$ cat src/rtl/seg_pkg.sv
// Shared constants for the 4-line LED symbol code: legal patterns, decoded
// value width and the acceptance FSM states.
package seg_pkg;

  localparam int DEC_W = 2;

  localparam logic [3:0] PAT_0 = 4'b0000;
  localparam logic [3:0] PAT_1 = 4'b0011;
  localparam logic [3:0] PAT_2 = 4'b1001;
  localparam logic [3:0] PAT_3 = 4'b0110;

  typedef enum logic [1:0] {
    SETTLE = 2'd0,
    EMIT   = 2'd1,
    HOLD   = 2'd2
  } state_t;

endpackage

$ cat src/rtl/seg_pat_decode.sv
// Combinational lookup of a 4-bit LED pattern into its symbol value and a
// legal flag; any pattern outside the four symbols reports legal = 0.
module seg_pat_decode
  import seg_pkg::*;
(
  input  logic [3:0]       pat_i,
  output logic [DEC_W-1:0] value_o,
  output logic             legal_o
);

  always_comb begin
    // NOTE: every output gets a default first so no path can infer a latch.
    value_o = '0;
    legal_o = 1'b0;
    unique case (pat_i)
      PAT_0:   begin value_o = 2'd0; legal_o = 1'b1; end
      PAT_1:   begin value_o = 2'd1; legal_o = 1'b1; end
      PAT_2:   begin value_o = 2'd2; legal_o = 1'b1; end
      PAT_3:   begin value_o = 2'd3; legal_o = 1'b1; end
      default: begin value_o = '0;   legal_o = 1'b0; end
    endcase
  end

endmodule

$ cat src/rtl/seg_to_num.sv
// Debounces a 4-line LED symbol: a pattern must be sampled STABLE_CYCLES
// times in a row before it is decoded once into num (or flagged as err).
module seg_to_num
  import seg_pkg::*;
#(
  parameter int STABLE_CYCLES = 4,
  parameter int CNT_W         = 8
) (
  input  logic             clk,
  input  logic             rst_n,
  input  logic             led4,
  input  logic             led3,
  input  logic             led2,
  input  logic             led1,
  input  logic             clr,
  output logic [31:0]      num,
  output logic             valid,
  output logic             err,
  output logic             err_sticky,
  output logic [CNT_W-1:0] sym_cnt
);

  localparam logic [7:0]       STAB_LAST = 8'(STABLE_CYCLES - 1);
  localparam logic [CNT_W-1:0] CNT_MAX   = '1;

  logic [3:0]       pat_q, prev_q;
  logic             pat_vld_q, prev_vld_q;
  logic [7:0]       stab_q, stab_d;
  state_t           state_q, state_d;
  logic [DEC_W-1:0] num_q, num_d;
  logic             valid_q, valid_d;
  logic             err_q, err_d;
  logic             sticky_q, sticky_d;
  logic [CNT_W-1:0] cnt_q, cnt_d;

  logic [DEC_W-1:0] dec_value;
  logic             dec_legal;
  logic             same;

  seg_pat_decode u_decode (
    .pat_i   (pat_q),
    .value_o (dec_value),
    .legal_o (dec_legal)
  );

  // The reset value of pat_q is not a real sample, so it never counts as a match.
  assign same = prev_vld_q && (pat_q == prev_q);

  always_comb begin
    state_d = state_q;
    stab_d  = stab_q;
    num_d   = num_q;
    valid_d = 1'b0;
    err_d   = 1'b0;

    unique case (state_q)
      SETTLE: begin
        if (!same) begin
          stab_d = '0;
        end else if (stab_q + 8'd1 == STAB_LAST) begin
          state_d = EMIT;
          stab_d  = '0;
          if (dec_legal) begin
            num_d   = dec_value;
            valid_d = 1'b1;
          end else begin
            err_d = 1'b1;
          end
        end else begin
          stab_d = stab_q + 8'd1;
        end
      end
      EMIT: begin
        // A change already visible during the emit cycle must not be lost in HOLD.
        state_d = same ? HOLD : SETTLE;
        stab_d  = '0;
      end
      HOLD: begin
        if (!same) begin
          state_d = SETTLE;
          stab_d  = '0;
        end
      end
      default: begin
        state_d = SETTLE;
        stab_d  = '0;
      end
    endcase

    // Clear is applied before this cycle's events, so a coincident event survives.
    sticky_d = (clr ? 1'b0 : sticky_q) | err_d;
    cnt_d    = clr ? '0 : cnt_q;
    if (valid_d && cnt_d != CNT_MAX) begin
      cnt_d = cnt_d + 1'b1;
    end
  end

  // NOTE: sequential state uses non-blocking assignments so every register samples pre-edge values.
  always_ff @(posedge clk) begin
    if (!rst_n) begin
      pat_q      <= '0;
      prev_q     <= '0;
      pat_vld_q  <= 1'b0;
      prev_vld_q <= 1'b0;
      stab_q     <= '0;
      state_q    <= SETTLE;
      num_q      <= '0;
      valid_q    <= 1'b0;
      err_q      <= 1'b0;
      sticky_q   <= 1'b0;
      cnt_q      <= '0;
    end else begin
      pat_q      <= {led4, led3, led2, led1};
      prev_q     <= pat_q;
      pat_vld_q  <= 1'b1;
      prev_vld_q <= pat_vld_q;
      stab_q     <= stab_d;
      state_q    <= state_d;
      num_q      <= num_d;
      valid_q    <= valid_d;
      err_q      <= err_d;
      sticky_q   <= sticky_d;
      cnt_q      <= cnt_d;
    end
  end

  assign num        = {{(32 - DEC_W){1'b0}}, num_q};
  assign valid      = valid_q;
  assign err        = err_q;
  assign err_sticky = sticky_q;
  assign sym_cnt    = cnt_q;

endmodule

$ cat config.mk
export PLATFORM = sky130hd
export DESIGN_NAME = seg_to_num
export DESIGN_NICKNAME = d
export VERILOG_FILES = /design/src/rtl/seg_pkg.sv /design/src/rtl/seg_pat_decode.sv /design/src/rtl/seg_to_num.sv
export SDC_FILE = /design/constraint.sdc
export NUM_CORES = 1
export LEC_CHECK = 0
export CORE_UTILIZATION = 50
export CTS_BUF_LIST = sky130_fd_sc_hd__clkbuf_2
export CTS_CLUSTER_DIAMETER = 200
export DETAILED_ROUTE_END_ITERATION = 6
export GPL_TIMING_DRIVEN = 0
export PLACE_DENSITY = 0.82
export SYNTH_ARGS = -nofsm -noshare
export SYNTH_HDL_FRONTEND = slang
export SYNTH_HIERARCHICAL = 1
export SYNTH_SLANG_ARGS = --single-unit
$ cat constraint.sdc
create_clock -name clk -period 2.7 [get_ports clk]
set_input_delay 0.54 -clock clk [delete_from_list [all_inputs] [get_ports clk]]
set_output_delay 0.54 -clock clk [all_outputs]
set_load 0.02 [all_outputs]
* Yosys cells after proc, flatten, opt, wreduce, memory -nomap -nowiden
Cells that the tools add are included.
** Storage, ports and cells
- Flip-flop bits (word level) :: 33
- Bits in latches :: 0
- RAM bits :: 0
- Bits in read-only memories :: 0
- Bits of input ports :: 7
- Output and inout port bits :: 43
- Word-level logic and storage cells :: 55
- Memories kept :: 0
** Cells by class
- $add $sub $neg :: 2
- $mul :: 0
- Divide/modulo/power cells :: 0
- Magnitude comparators :: 0
- Equal/unequal tests :: 11
- Shift-type cells :: 0
- Mux-type cells :: 23
- Bitwise gates (word level) :: 1
- Reduce and logical (&&, ||, !) cells :: 7
** Operators by type and width (count)
- $mux 8 :: 5
- $add 8x1->8 const B :: 2
- $pmux 8 s2 :: 1
- $pmux 2 s3 :: 2
- $mux 1 :: 11
- $eq 8x2->1 const B :: 1
- $mux 2 :: 4
- $ne 8x8->1 const B :: 1
- $ne 2x2->1 const B :: 3
- $eq 4x2->1 const B :: 1
- $eq 4x3->1 const B :: 1
- $eq 4x4->1 :: 1
- $eq 4x4->1 const B :: 1
- $logic_not 4->1 :: 1
- $reduce_and 4->1 :: 1
- $reduce_or 4->1 :: 1
- $reduce_and 3->1 :: 1
- $eq 2x1->1 const B :: 1
- $eq 2x2->1 const B :: 1
- $logic_and 1x1->1 :: 2
- $logic_not 2->1 :: 1
- $or 1x1->1 :: 1

* Logic depth before layout (Yosys ltp)
Gate-level depths: netlist of the first run.
- Word-level depth :: 9
- Depth in mapped cells :: 8
- Mapped depth without buffers :: 7

* Modules after synthesis
The synthesis of the first run kept the hierarchy.
** Modules (own cells, without submodules)
- seg_to_num :: times used 1, cells each 208, area each 1879.3 um2, seq. area each 660.6 um2
- seg_pat_decode :: times used 1, cells each 8, area each 65.1 um2, seq. area each 0.0 um2

* Worst setup path after synthesis of the first run
OpenSTA, ideal clock, no wires.
- Kind :: input port to flip-flop
- Start point :: input clr
- End point :: register cnt_q[0], in the netlist sym_cnt[0]
- Library setup time :: 0.072 ns
- Data arrival time :: 2.193 ns
- Required time :: 2.628 ns
- Setup slack :: 0.435 ns
- Stages on the path :: 7
- Buffers on the path :: 1
- Cells stage by stage :: clkbuf_1 > nor2b_1 > ha_1 > and4b_1 > a31oi_1 > nor4b_2 > mux2i_1
** Between the ends
- Longest elaborated chain between the ends :: 4
- Elaborated cells on any way between the ends :: 5
- Classes of those cells :: 1 x add/sub; 1 x eq/ne; 2 x mux; 1 x reduce/logical
** RTL lines
- from (decl) :: line seg_to_num.sv:15 : input logic clr,
- $mux 8 * :: line seg_to_num.sv:92 : cnt_d = clr ? '0 : cnt_q;
- parallel branches: the longest is 2 deep, another holds $add 8x1->8
- $mux 8 * :: line seg_to_num.sv:93 : if (valid_d && cnt_d != CNT_MAX) begin
- to (signal assigned) :: line seg_to_num.sv:123 : cnt_q <= cnt_d;
- to (decl) :: line seg_to_num.sv:34 : logic [CNT_W-1:0] cnt_q, cnt_d;
Every way passes the cells marked *.
A chain may end at the register's enable or synchronous reset.

* Worst setup path in the final report of the first run
- Start point :: input clr
- End point :: register cnt_q[1], in the netlist sym_cnt[1]
The elaborated chain is that of the path after synthesis.

==> results of run 1 <==
## through the flow
step | power (W) | setup TNS [ps] | hold slack, ps
finish | 0.000973 | 0 | 466
CTS | 0.000976 | 0 | 468
detailed placement | 0.000636 | -2970 | 426
global route | 0.00102 | 0 | 496
global placement | 0.000634 | -2520 | 417
floorplan | 0.000617 | 0 | 412
## critical path, cell delays in order
cell and delay, ps:
clkdlybuf4s50_1 490, clkbuf_2 220, nor2b_1 120, ha_1 210, and4b_1 240, a31oi_2 340, nor4b_4 320, mux2i_1 220
## final timing paths
kind	from	end	slack (ps)	depth (start not counted)
worst max register to register	pat_q[0]	sym_cnt[1]	450	6
worst min-delay path	pat_vld_q	prev_vld_q	470	1
worst max-delay path	clr	sym_cnt[1]	320	8
worst min register to register	pat_vld_q	prev_vld_q	470	1
## routing by layer
metal	GRT usage, %	part of all wire (%)	vias up
met5	0	0	-
met4	10.6	2.2	0
met3	3.93	5.3	6
met2	31.2	47	43
met1	21.6	45	656
li1	-	-	785
## cells in the final DEF, fill, tap and decap left out, types with 2 or more instances in the layout
| master | netlist | layout |
|---|---|---|
| xnor2_1 | 5 | 5 |
| nand3_1 | 6 | 6 |
| a21oi_1 | 3 | 3 |
| and4b_1 | 2 | 2 |
| clkdlybuf4s50_1 | 0 | 19 |
| and3_1 | 5 | 5 |
| o21ai_0 | 5 | 5 |
| inv_1 | 5 | 5 |
| nand4_1 | 5 | 5 |
| and2_1 | 12 | 12 |
| clkbuf_2 | 0 | 6 |
| ha_1 | 3 | 3 |
| mux2i_1 | 10 | 10 |
| buf_2 | 3 | 3 |
| clkbuf_1 | 5 | 4 |
| nor2_1 | 9 | 9 |
| buf_4 | 31 | 31 |
| nor2b_1 | 7 | 7 |
| nand2b_1 | 5 | 5 |
| conb_1 | 1 | 30 |
| or4bb_1 | 2 | 2 |
| xor2_1 | 9 | 9 |
| nand3b_1 | 5 | 5 |
| dfxtp_1 | 33 | 33 |
| nor4_2 | 7 | 7 |
| nand2_1 | 17 | 17 |
| nor3_1 | 4 | 4 |
## flip-flops by register name, indices dropped and copies added (netlist names), 2 cells and up
| name | cells |
|---|---|
| num_q | 2 |
| prev_q | 4 |
| sym_cnt | 8 |
| stab_q | 8 |
| state_q | 2 |
| pat_q | 4 |
## area by class of cell
type	instances	area share (%)
multi-input cells	167	46.5
flip-flops and latches	33	27.6
plain buffers	40	11.7
repair buffers	19	7.95
well taps	48	2.51
clock inverters	3	1.94
clock buffers	5	1.05
inverters	5	0.785
## logic make-up after synthesis
logic type	synth area share, %
AO/OA/AOI/OAI	5.47
XOR/XNOR	6.31
adder cells (fa/ha/maj)	1.93
buffers and inverters	15.3
flip-flops	34.0
multiplexers	5.15
other	0.193
AND/OR/NAND/NOR	31.7
## power breakdown
| part | switching (W) | internal [W] | total (W) |
|---|---|---|---|
| clock | 0.000186 | 0.000158 | 0.000344 |
| sequential | 0.00000698 | 0.000495 | 0.000502 |
| combinational | 0.0000710 | 0.0000558 | 0.000127 |
==> flow_summary.json, run 1 <==
{
  "status": "completed",
  "end_kind": "register",
  "yosys_warnings": 6,
  "crit_type": "input port to register",
  "ys.flop_type": "dfxtp_1",
  "worstSetupStartpointType": "input port",
  "insertedDiodeCount": 0,
  "vias": 1490,
  "yosysSeqAreaShare_pct": 34.0,
  "ir_drop_uv": 292,
  "drcViolationCount": 0,
  "cp_max_fo": 10,
  "hold_viol_final": 0,
  "setup_ws_ps": 317,
  "rsz0062_at_grt": "no",
  "die_area_mm2": 0.00414,
  "critPathRequiredTime_ps": 3020,
  "place_congestion": 0.781,
  "ys_async_sr_fraction_pct": 0,
  "tritoncts": "built",
  "port_buffers": 19,
  "drt_iter0_drc": 57,
  "coreArea_mm2": 0.00369,
  "holdBufCountCts": 0,
  "clk_pin_slew_ps": 200,
  "syn_inst": 216,
  "antenna_found_initial": 0,
  "multi_input_area_mm2": 0.00111,
  "place_inst": 312,
  "yosysTopAreaCell": "dfxtp_1",
  "post_drt_wl_per_cell_um": 10.4,
  "wirelength_um": 3330,
  "rows": 22,
  "max-clock-path-buffers": 2,
  "grt_pass1_wl_um": 5860,
  "syn_avg_cell_area_um2": 9.00,
  "worstHoldPathType": "register to register",
  "worst_slew_pin_slew_ps": 551,
  "post-cts-setup-buffer-count": 0,
  "leakage_nw": 0.987,
  "final_antenna_net_count": 0,
  "grt_util_all_layers_pct": 18.5,
  "synth_common_cells": "33 x dfxtp_1, 31 x buf_4, 17 x nand2_1, 12 x and2_1, 10 x mux2i_1",
  "fin_crit_ps": 2380,
  "place_area_mm2": 0.00230,
  "drive_gt1_share_pct": 21.3,
  "dpl_worst_slack_ps": -449,
  "firstDrtPassIters": 4,
  "maxSlewHeadroom_pct": 63.2,
  "dieHeight_um": 64.4,
  "stdcell_count": 320,
  "start_util_pct": 52.7,
  "clock-sinks": 33,
  "synth.most_common_cell": "dfxtp_1",
  "grt-ovfl-total": 0,
  "post_cts_resized": 1,
  "setup_viol": 0,
  "design_area_mm2": 0.00239,
  "cts_root_buffer": "clkbuf_2",
  "layout_worst_path_cycle_share_pct": 88.3,
  "final_max_slew_viol_count": 0,
  "seq_area_um2": 661,
  "synth_top_area_share_pct": 34.0,
  "grt_pass1_vias": 1355,
  "clk_latency_ps": 400,
  "cap_violations": 0,
  "fmax_mhz": 420,
  "ys_types": 42,
  "critPathArrivalTime_ps": 2710,
  "ys_seq_elements": 33,
  "grt_max_degree": 13,
  "synth_edf_count": 0,
  "pin_count": 50,
  "htreeDepth": 2,
  "final_nets": 281,
  "avgViaCountPerCell": 4.66,
  "finalClockSkew_ps": 19.5,
  "dieWidth_um": 64.4,
  "syn2layout_area_growth_pct": 23.0,
  "fill_cells": 336,
  "cellPowerDensity_mw_per_mm2": 407,
  "synth_area_mm2": 0.00194,
  "synth_area_leaders": "dfxtp_1 34%, buf_4 12%, mux2i_1 5.1%, nor4_2 4.5%, xor2_1 4.1%",
  "fin_util_pct": 64.8,
  "cts_buffers": 5,
  "dpl.hpwl_um": 2430
}
No activity file was read; power rests on OpenSTA's default activity.
==> run 2, diff against run 1 <==
Settings changed: HOLD_SLACK_MARGIN set to 0.1.
==> results of run 2 <==
Same layout as run 1: the final DEF is identical, and so are final timing and power.
